[config.mk]
export PLATFORM = sky130hd
export DESIGN_NAME = sram_ctrl
export DESIGN_NICKNAME = d
export VERILOG_FILES = /design/src/rtl/sram_ctrl.sv
export SDC_FILE = /design/constraint.sdc
export NUM_CORES = 1
export LEC_CHECK = 0
export CAP_MARGIN = 25
export CORE_UTILIZATION = 36
export CTS_CLUSTER_DIAMETER = 100
export DETAILED_ROUTE_END_ITERATION = 12
export GPL_TIMING_DRIVEN = 0
export PLACE_DENSITY = 0.77
export SYNTH_ARGS = -nofsm -noshare
export SYNTH_HDL_FRONTEND = slang
export SYNTH_SLANG_ARGS = --single-unit
export TNS_END_PERCENT = 100
[constraint.sdc]
create_clock -name clk -period 2.21 [get_ports clk]
set_input_delay 0.3315 -clock clk [delete_from_list [all_inputs] [get_ports clk]]
set_output_delay 0.3315 -clock clk [all_outputs]
set_load 0.03 [all_outputs]
[src/rtl/sram_ctrl.sv]
// sram_ctrl: sequences one 32-bit CPU word request into two 16-bit accesses
// on an asynchronous SRAM with active-low CE/WE/OE/LB/UB. The high halfword
// (index 2k) is always accessed first, then the low halfword (index 2k+1).
// Each phase has one ADR cycle, then 1+WAIT_CYC strobe cycles. A single-cycle
// DONE state returns the read word.
//
// Optional build macro: SRAM_CTRL_SKIP_EN
//   When this macro is defined, a phase whose two byte enables are both 0 is
//   skipped (no ADR or STB cycles), and the skipped half of a read returns 0.
//   When it is undefined, both phases always run. A disabled phase keeps both
//   lanes high, so it does not touch the memory.
//
// Ports:
//   clk, rst_n             clock (posedge) and async active-low reset
//   req_valid/req_ready    request handshake; ready is high only in IDLE
//   req_we, req_addr       1=write / 0=read; byte address, bits [1:0] ignored
//   req_wdata, req_be      write word; byte enables (be[3] -> bits 31:24)
//   rsp_valid, rsp_rdata   one-cycle completion pulse; read word (0 on writes)
//   mem_a                  halfword address
//   mem_ce/we/oe/lb/ub_n   active-low SRAM controls
//   mem_dq_o, mem_dq_oe    write data and bus drive enable (tristate is upstream)
//   mem_dq_i               read data from the bus
module sram_ctrl #(
  parameter int ADDR_W   = 20,
  parameter int WAIT_CYC = 0
) (
  input  logic              clk,
  input  logic              rst_n,
  input  logic              req_valid,
  output logic              req_ready,
  input  logic              req_we,
  input  logic [ADDR_W:0]   req_addr,
  input  logic [31:0]       req_wdata,
  input  logic [3:0]        req_be,
  output logic              rsp_valid,
  output logic [31:0]       rsp_rdata,
  output logic [ADDR_W-1:0] mem_a,
  output logic              mem_ce_n,
  output logic              mem_we_n,
  output logic              mem_oe_n,
  output logic              mem_lb_n,
  output logic              mem_ub_n,
  output logic [15:0]       mem_dq_o,
  output logic              mem_dq_oe,
  input  logic [15:0]       mem_dq_i
);

  localparam int NUM_LANES = 2;  // byte lanes per halfword

  typedef enum logic [2:0] {IDLE, HI_ADR, HI_STB, LO_ADR, LO_STB, DONE} state_t;

  typedef struct packed {
    logic              we;
    logic [ADDR_W-2:0] widx;   // word index k
    logic [31:0]       wdata;
    logic [3:0]        be;
  } req_t;

  state_t                 state_q, state_d;
  req_t                   rq;
  logic [3:0]             cnt_q;
  logic [31:0]            rdata_q;
  logic                   stb_last, in_stb, active, phase_lo;
  logic [NUM_LANES-1:0]   half_be;
  logic [15:0]            half_wd, cap_mask;
  logic                   skip_hi_in, skip_lo_in, skip_lo_q;
  logic                   unused_addr_lsb;

  assign unused_addr_lsb = ^req_addr[1:0];

`ifdef SRAM_CTRL_SKIP_EN
  assign skip_hi_in = ~|req_be[3:2];
  assign skip_lo_in = ~|req_be[1:0];
  assign skip_lo_q  = ~|rq.be[1:0];
`else
  assign skip_hi_in = 1'b0;
  assign skip_lo_in = 1'b0;
  assign skip_lo_q  = 1'b0;
`endif

  assign in_stb   = (state_q == HI_STB) || (state_q == LO_STB);
  assign active   = in_stb || (state_q == HI_ADR) || (state_q == LO_ADR);
  assign phase_lo = (state_q == LO_ADR) || (state_q == LO_STB);
  assign stb_last = (cnt_q == 4'(WAIT_CYC));
  assign half_be  = phase_lo ? rq.be[1:0] : rq.be[3:2];
  assign half_wd  = phase_lo ? rq.wdata[15:0] : rq.wdata[31:16];

  // Disabled lanes capture 0, even though the SRAM drives the full halfword.
  for (genvar l = 0; l < NUM_LANES; l++) begin : g_lane
    assign cap_mask[l*8 +: 8] = {8{half_be[l]}};
  end

  // State, counter, latched request and read register.
  always_ff @(posedge clk or negedge rst_n) begin
    if (!rst_n) begin
      state_q <= IDLE;
      cnt_q   <= '0;
      rq      <= '0;
      rdata_q <= '0;
    end else begin
      state_q <= state_d;
      if (in_stb && !stb_last) cnt_q <= cnt_q + 4'd1;
      else                     cnt_q <= '0;
      if (state_q == IDLE && req_valid) begin
        rq.we    <= req_we;
        rq.widx  <= req_addr[ADDR_W:2];
        rq.wdata <= req_wdata;
        rq.be    <= req_be;
        rdata_q  <= '0;  // skipped halves and writes read back as 0
      end else if (in_stb && stb_last && !rq.we) begin
        if (phase_lo) rdata_q[15:0]  <= mem_dq_i & cap_mask;
        else          rdata_q[31:16] <= mem_dq_i & cap_mask;
      end
    end
  end

  // Next state and outputs. The outputs decode the registered state only, so
  // an async reset forces the bus inactive at once.
  always_comb begin
    state_d   = state_q;
    req_ready = (state_q == IDLE);
    rsp_valid = (state_q == DONE);
    rsp_rdata = (state_q == DONE) ? rdata_q : '0;
    mem_a     = '0;
    mem_ce_n  = 1'b1;
    mem_we_n  = 1'b1;
    mem_oe_n  = 1'b1;
    mem_lb_n  = 1'b1;
    mem_ub_n  = 1'b1;
    mem_dq_o  = '0;
    mem_dq_oe = 1'b0;

    unique case (state_q)
      IDLE:    if (req_valid) state_d = !skip_hi_in ? HI_ADR :
                                        !skip_lo_in ? LO_ADR : DONE;
      HI_ADR:  state_d = HI_STB;
      HI_STB:  if (stb_last) state_d = skip_lo_q ? DONE : LO_ADR;
      LO_ADR:  state_d = LO_STB;
      LO_STB:  if (stb_last) state_d = DONE;
      DONE:    state_d = IDLE;
      default: state_d = IDLE;
    endcase

    if (active) begin
      mem_a     = {rq.widx, phase_lo};
      mem_ce_n  = 1'b0;
      mem_ub_n  = ~half_be[1];
      mem_lb_n  = ~half_be[0];
      mem_dq_oe = rq.we;
      mem_dq_o  = rq.we ? half_wd : '0;
      // Strobes only in STB, so address never changes under a low strobe.
      mem_we_n  = ~(in_stb & rq.we);
      mem_oe_n  = ~(in_stb & ~rq.we);
    end
  end

endmodule

# Word level (Yosys, flattened, before mapping)
# Cells that the tools add are included.
# totals
inputBits	77
elab_cells	64
ff_bits	95
output_inout_bits	76
# classes
n_reduce_logical	17
bitwise_logic	8
eq_ne	9
mux	21
addsub	1
# op_table
operator	n
32-bit 2-to-1 mux	3
16-bit 2-to-1 mux	5
20-bit 2-to-1 mux	1
16-bit AND	1
3-bit one-hot mux with 5 select lines	1
3-bit 2-to-1 mux	3
3-bit by 2-bit equality test with 1-bit output, second input constant	2
3-bit equality test, second input constant	2
1-bit 2-to-1 mux	6
2-bit != test, second input constant	3
1-bit NOT	5
4-bit by 1-bit adder with 4-bit output, second input constant	1
1-bit logical AND	4
4-bit logical NOT	1
1-bit logical OR	4
4-bit 2-to-1 mux	1
2-bit AND reduction	2
2-bit nonzero test	2
3-bit by 1-bit equality test with 1-bit output, second input constant	1
3-bit logical NOT	1
3-bit AND reduction	1
1-bit AND	2
1-bit logical NOT	2
2-bit 2-to-1 mux	1
2-bit by 1-bit != test with 1-bit output, second input constant	1

# Logic depth before layout (Yosys ltp)
# depth
depth_word	7
mapped_depth	7
ltp_nobuf	5

# Least setup slack after synthesis
# OpenSTA, ideal clock, no wires.
# synth_timing
kind	reg2out
start	reg state_q[0]
end	out mem_a[10]
path_stages_with_launch	6
path_slack_ps	-157
arrival_time_ps	2035
n_path_buf	2
cell_sequence	dfrtp_1 -> clkbuf_1 -> nor3_1 -> nor2_1 -> clkbuf_1 -> and2_1
# synth_between
elab_chain_cells	5
# synth_rtl
item	line_no	source
start: declaration	59	state_t state_q, state_d;
start signal: assignment	101	state_q <= state_d;
3-bit by 2-bit equality test with 1-bit output / 3-bit equality test (equally long branches)	81	assign in_stb = (state_q == HI_STB) || (state_q == LO_STB);
1-bit logical OR	81	
1-bit logical OR	82	assign active = in_stb || (state_q == HI_ADR) || (state_q == LO_ADR);
1-bit logical OR *	82	
20-bit 2-to-1 mux *	144	if (active) begin
end: declaration	37	output logic [ADDR_W-1:0] mem_a,
# Mark *: on every way between the ends. The rest lies on a longest branch, timed or not.

# Worst setup path after layout
# layout_timing
start	reg state_q[1]
end	out mem_dq_o[6]
# layout_between
elab_chain_cells	5
# layout_rtl
item	line_no	source
3-bit by 2-bit equality test with 1-bit output, or another cell as far along	82, 83	
1-bit logical OR, on equally long branches	83, 81	
16-bit 2-to-1 mux / 1-bit logical OR (equally long branches)	86, 82	
16-bit 2-to-1 mux / 1-bit logical OR (equally long branches)	150, 82	
16-bit 2-to-1 mux *	144	
end: declaration	43	output logic [15:0] mem_dq_o,
# Marks and branches as above.

==> run metrics <==
CP endpoint kind primary output; Pleak 3.239 nW; Final Setup Violations 0; hold depth 1; worst slew pin tran approximately 0.55 ns; Max Cap Viol 0; vias approximately 3900; clock slew at reported path FFs 0.06 ns; Synth Area in XOR/XNOR 0.003613; DR top layer met4; synthesized instance count 438; Slew HR 0.6321; CTS Buf Count 9; dominant cells by area after synthesis dfrtp_1 (49%), mux2_1 (13%), and2_1 (6.7%); cell type with the highest aggregate area in the netlist dfrtp_1; syn nets roughly 520; post-synthesis async set-or-reset flop share 1.000; r2r worst-path depth 8; Iteration-0 DRC Markers 233; Synth Area in Compound Gates 0.06606; Power Density 1388 nW/um2; Clock Latency Late Sink ~0.34 ns; Placed Area 6604 um2; peak supply drop 1.003 mV; first-pass GRT wire length 20500 um; post-synthesis mux area share 0.2333; Arrival @ worst endpoint 1.83 ns; Core Box Area roughly 13000 um2; Worst setup SP type flip-flop; Clk network pwr share 0.151; I/O pin cnt 153; critical path class flip-flop to primary output; RR Endpoint rdata_q[6]; metal1 wirelength 5465 um; post-synthesis average cell area ~11 um2; largest family of logic cells by synthesized area multiplexers; drt pass-1 iters 4; Crit Path Max Fanout 10; Worst Hold Endpoint rq[54]; Cell Count, Final, Fillers Out 787; setup_tns 0 ns; largest net degree at the start of global routing 57; placed insts 765; Layout fillers approximately 1200; Netlist cell types 36; TritonCTS clock tree done; hold path startpoint rq[54]; Routed WL per cell 16.09 um; outcome completed; Final Hold Fails 0; Worst EP required 1.88 ns; DP HPWL 9253 um; commonest cells in the netlist dfrtp_1 (95), nand2_1 (83), mux2_1 (56); clk root buf clkbuf_16; CP startpoint state_q[1]; area grow syn2layout 40.34%; post-synthesis simple-gate area fraction 0.1608; adder-cell share of the synthesized area 0.005161; Placer Congestion 0.8119; Final #Nets 685; vias in the first global route 3956; final slew viol count 0; Post-Route WL between 10000 and 15000 um; # DRC 0; combinational share of power 0.533; initial antenna violation count 0; Cell Rows 42; top cell type's share of synthesized area 0.4903; gr usage total 0.1875; post-synthesis cell area 4848 um2; detailed-routed wire length on met3 890 um; Reg power frac 0.316; antenna cells 0; fraction of the yosys area taken by sequential cells 0.4903; height of the die 118.1 um; CTS sink cnt between 90 and 100; Routed Antenna Nets 0; RR Startpoint state_q[1]; final period demand of the worst path 2.165 ns; flop2flop setup slack 0.10 ns; Initial Utilization 0.3676; Int Pwr 5.428 mW; register bit total from synthesis 95; CTS max path bufs 2; fin area just under 7000 um2; die footprint 13940 um2; top-count cell post-synth dfrtp_1; Setup Skew 0.006015 ns; die span in x 118.1 um; ys flop type dfrtp_1; switching share of total power 0.4253; max frequency 0.4619 GHz; layout cells sized above 1 0.2520; P_sw 4.018 mW; DR vias/cell 4.922; synth warn 0; period utilization 0.9796; IO Port Bufs 150; DR WL met2 6162 um; H-Tree Depth 3; HP Class flip-flop to flip-flop; grt total ovfl 0; EDFF count, synth 0
[layout by cell type (no fill, tap or decap), types with 5 or more instances in the layout]
cell,count
clkdlybuf4s15_2,7
mux2_2,16
clkbuf_16,9
nand2_1,83
a21boi_2,6
clkbuf_1,5
mux2i_1,32
nand2b_1,5
buf_4,25
a21boi_1,8
mux2_1,56
clkdlybuf4s50_1,73
a32oi_1,16
buf_6,8
dfrtp_1,94
buf_2,53
and2_1,52
[critical path: stages, from the launching register on]
cell      delay (ns)
dfrtp_1         0.40
buf_6           0.15
buf_4           0.14
nor2_4          0.11
buf_6           0.15
a32oi_1         0.14
a21boi_2        0.21
buf_4           0.19
[repair_timing]
action / 4_1_cts / 5_1_grt
pin swaps: 3 / 6
endpoints found under the setup margin: 76 / 67
hold buffers: 1 / 0
gates resized for setup: 353 / 85
endpoints found under the hold margin: 39 / 0
buffers inserted: 2 / 3
gates cloned: 0 / 0
[cell families (layout without fill, tap and decap cells)]
logic type,Yosys count,after routing
muxes,104,104
adders and majority gates,2,2
xor gates and xnor gates,2,2
AOI/OAI and AO/OA,41,41
buffers and inverters,38,211
DFF,95,95
and+or+nand+nor,156,156
[metrics by stage]
step | setup slack (ns) | hold slack, ns | power [mW] | utilization
after global routing | -0.01772 | 0.5121 | 10.04 | 0.5158
after global placement | -2.623 | 0.4659 | 7.863 | 0.4988
after floorplan | 0.01978 | 0.03591 | 6.155 | -
after CTS | 0.002186 | 0.4888 | 9.282 | 0.5170
final | 0.04519 | 0.4820 | 9.446 | 0.5158
after detailed placement | -0.6342 | 0.3544 | 8.028 | 0.5007
[layer usage]
layer,GRT usage,up-vias
met5,0,-
met4,0.05128,0
met3,0.05814,13
met2,0.3151,136
met1,0.2317,1897
li1,-,1828
[power by group through the flow]
stage	clock, mW	combinational (mW)	sequential (mW)
final	1.43	5.03	2.98
after global routing	1.53	5.42	3.08
after CTS	1.47	4.84	2.98
after detailed placement	0	5.03	3.00
after global placement	0	4.92	2.95
after floorplan	0	3.33	2.83
[final cells by class]
| class | count | area [um2] | area share |
|---|---|---|---|
| plain buffers | 35 | 279.0 | 0.04101 |
| clock buffers | 10 | 229.0 | 0.03365 |
| clock inverters | 6 | 37.54 | 0.005517 |
| inverters | 3 | 11.26 | 0.001655 |
| multi-input cells | 305 | 2347 | 0.3450 |
| flip-flops and latches | 95 | 2379 | 0.3496 |
| well taps | 176 | 220.2 | 0.03236 |
| repair buffers | 157 | 1301 | 0.1912 |
[sequential cells by signal (all words and copies together), names as in the netlist]
signal / flops
state_q: 3
rdata_q: 32
rq: 56
cnt_q: 4
[worst max path at each step]
stage                  end  slack (ns)  cells after the start
2_1_floorplan  mem_dq_o[0]        0.02                      4
6_report       mem_dq_o[6]        0.05                      7
4_1_cts        mem_dq_o[7]       0.002                      7
3_3_place_gp        rq[37]       -2.62                      1
3_5_place_dp      mem_a[7]       -0.63                      6
5_1_grt        mem_dq_o[6]       -0.02                      7
Note: power is estimated with default switching activity, not from simulation.
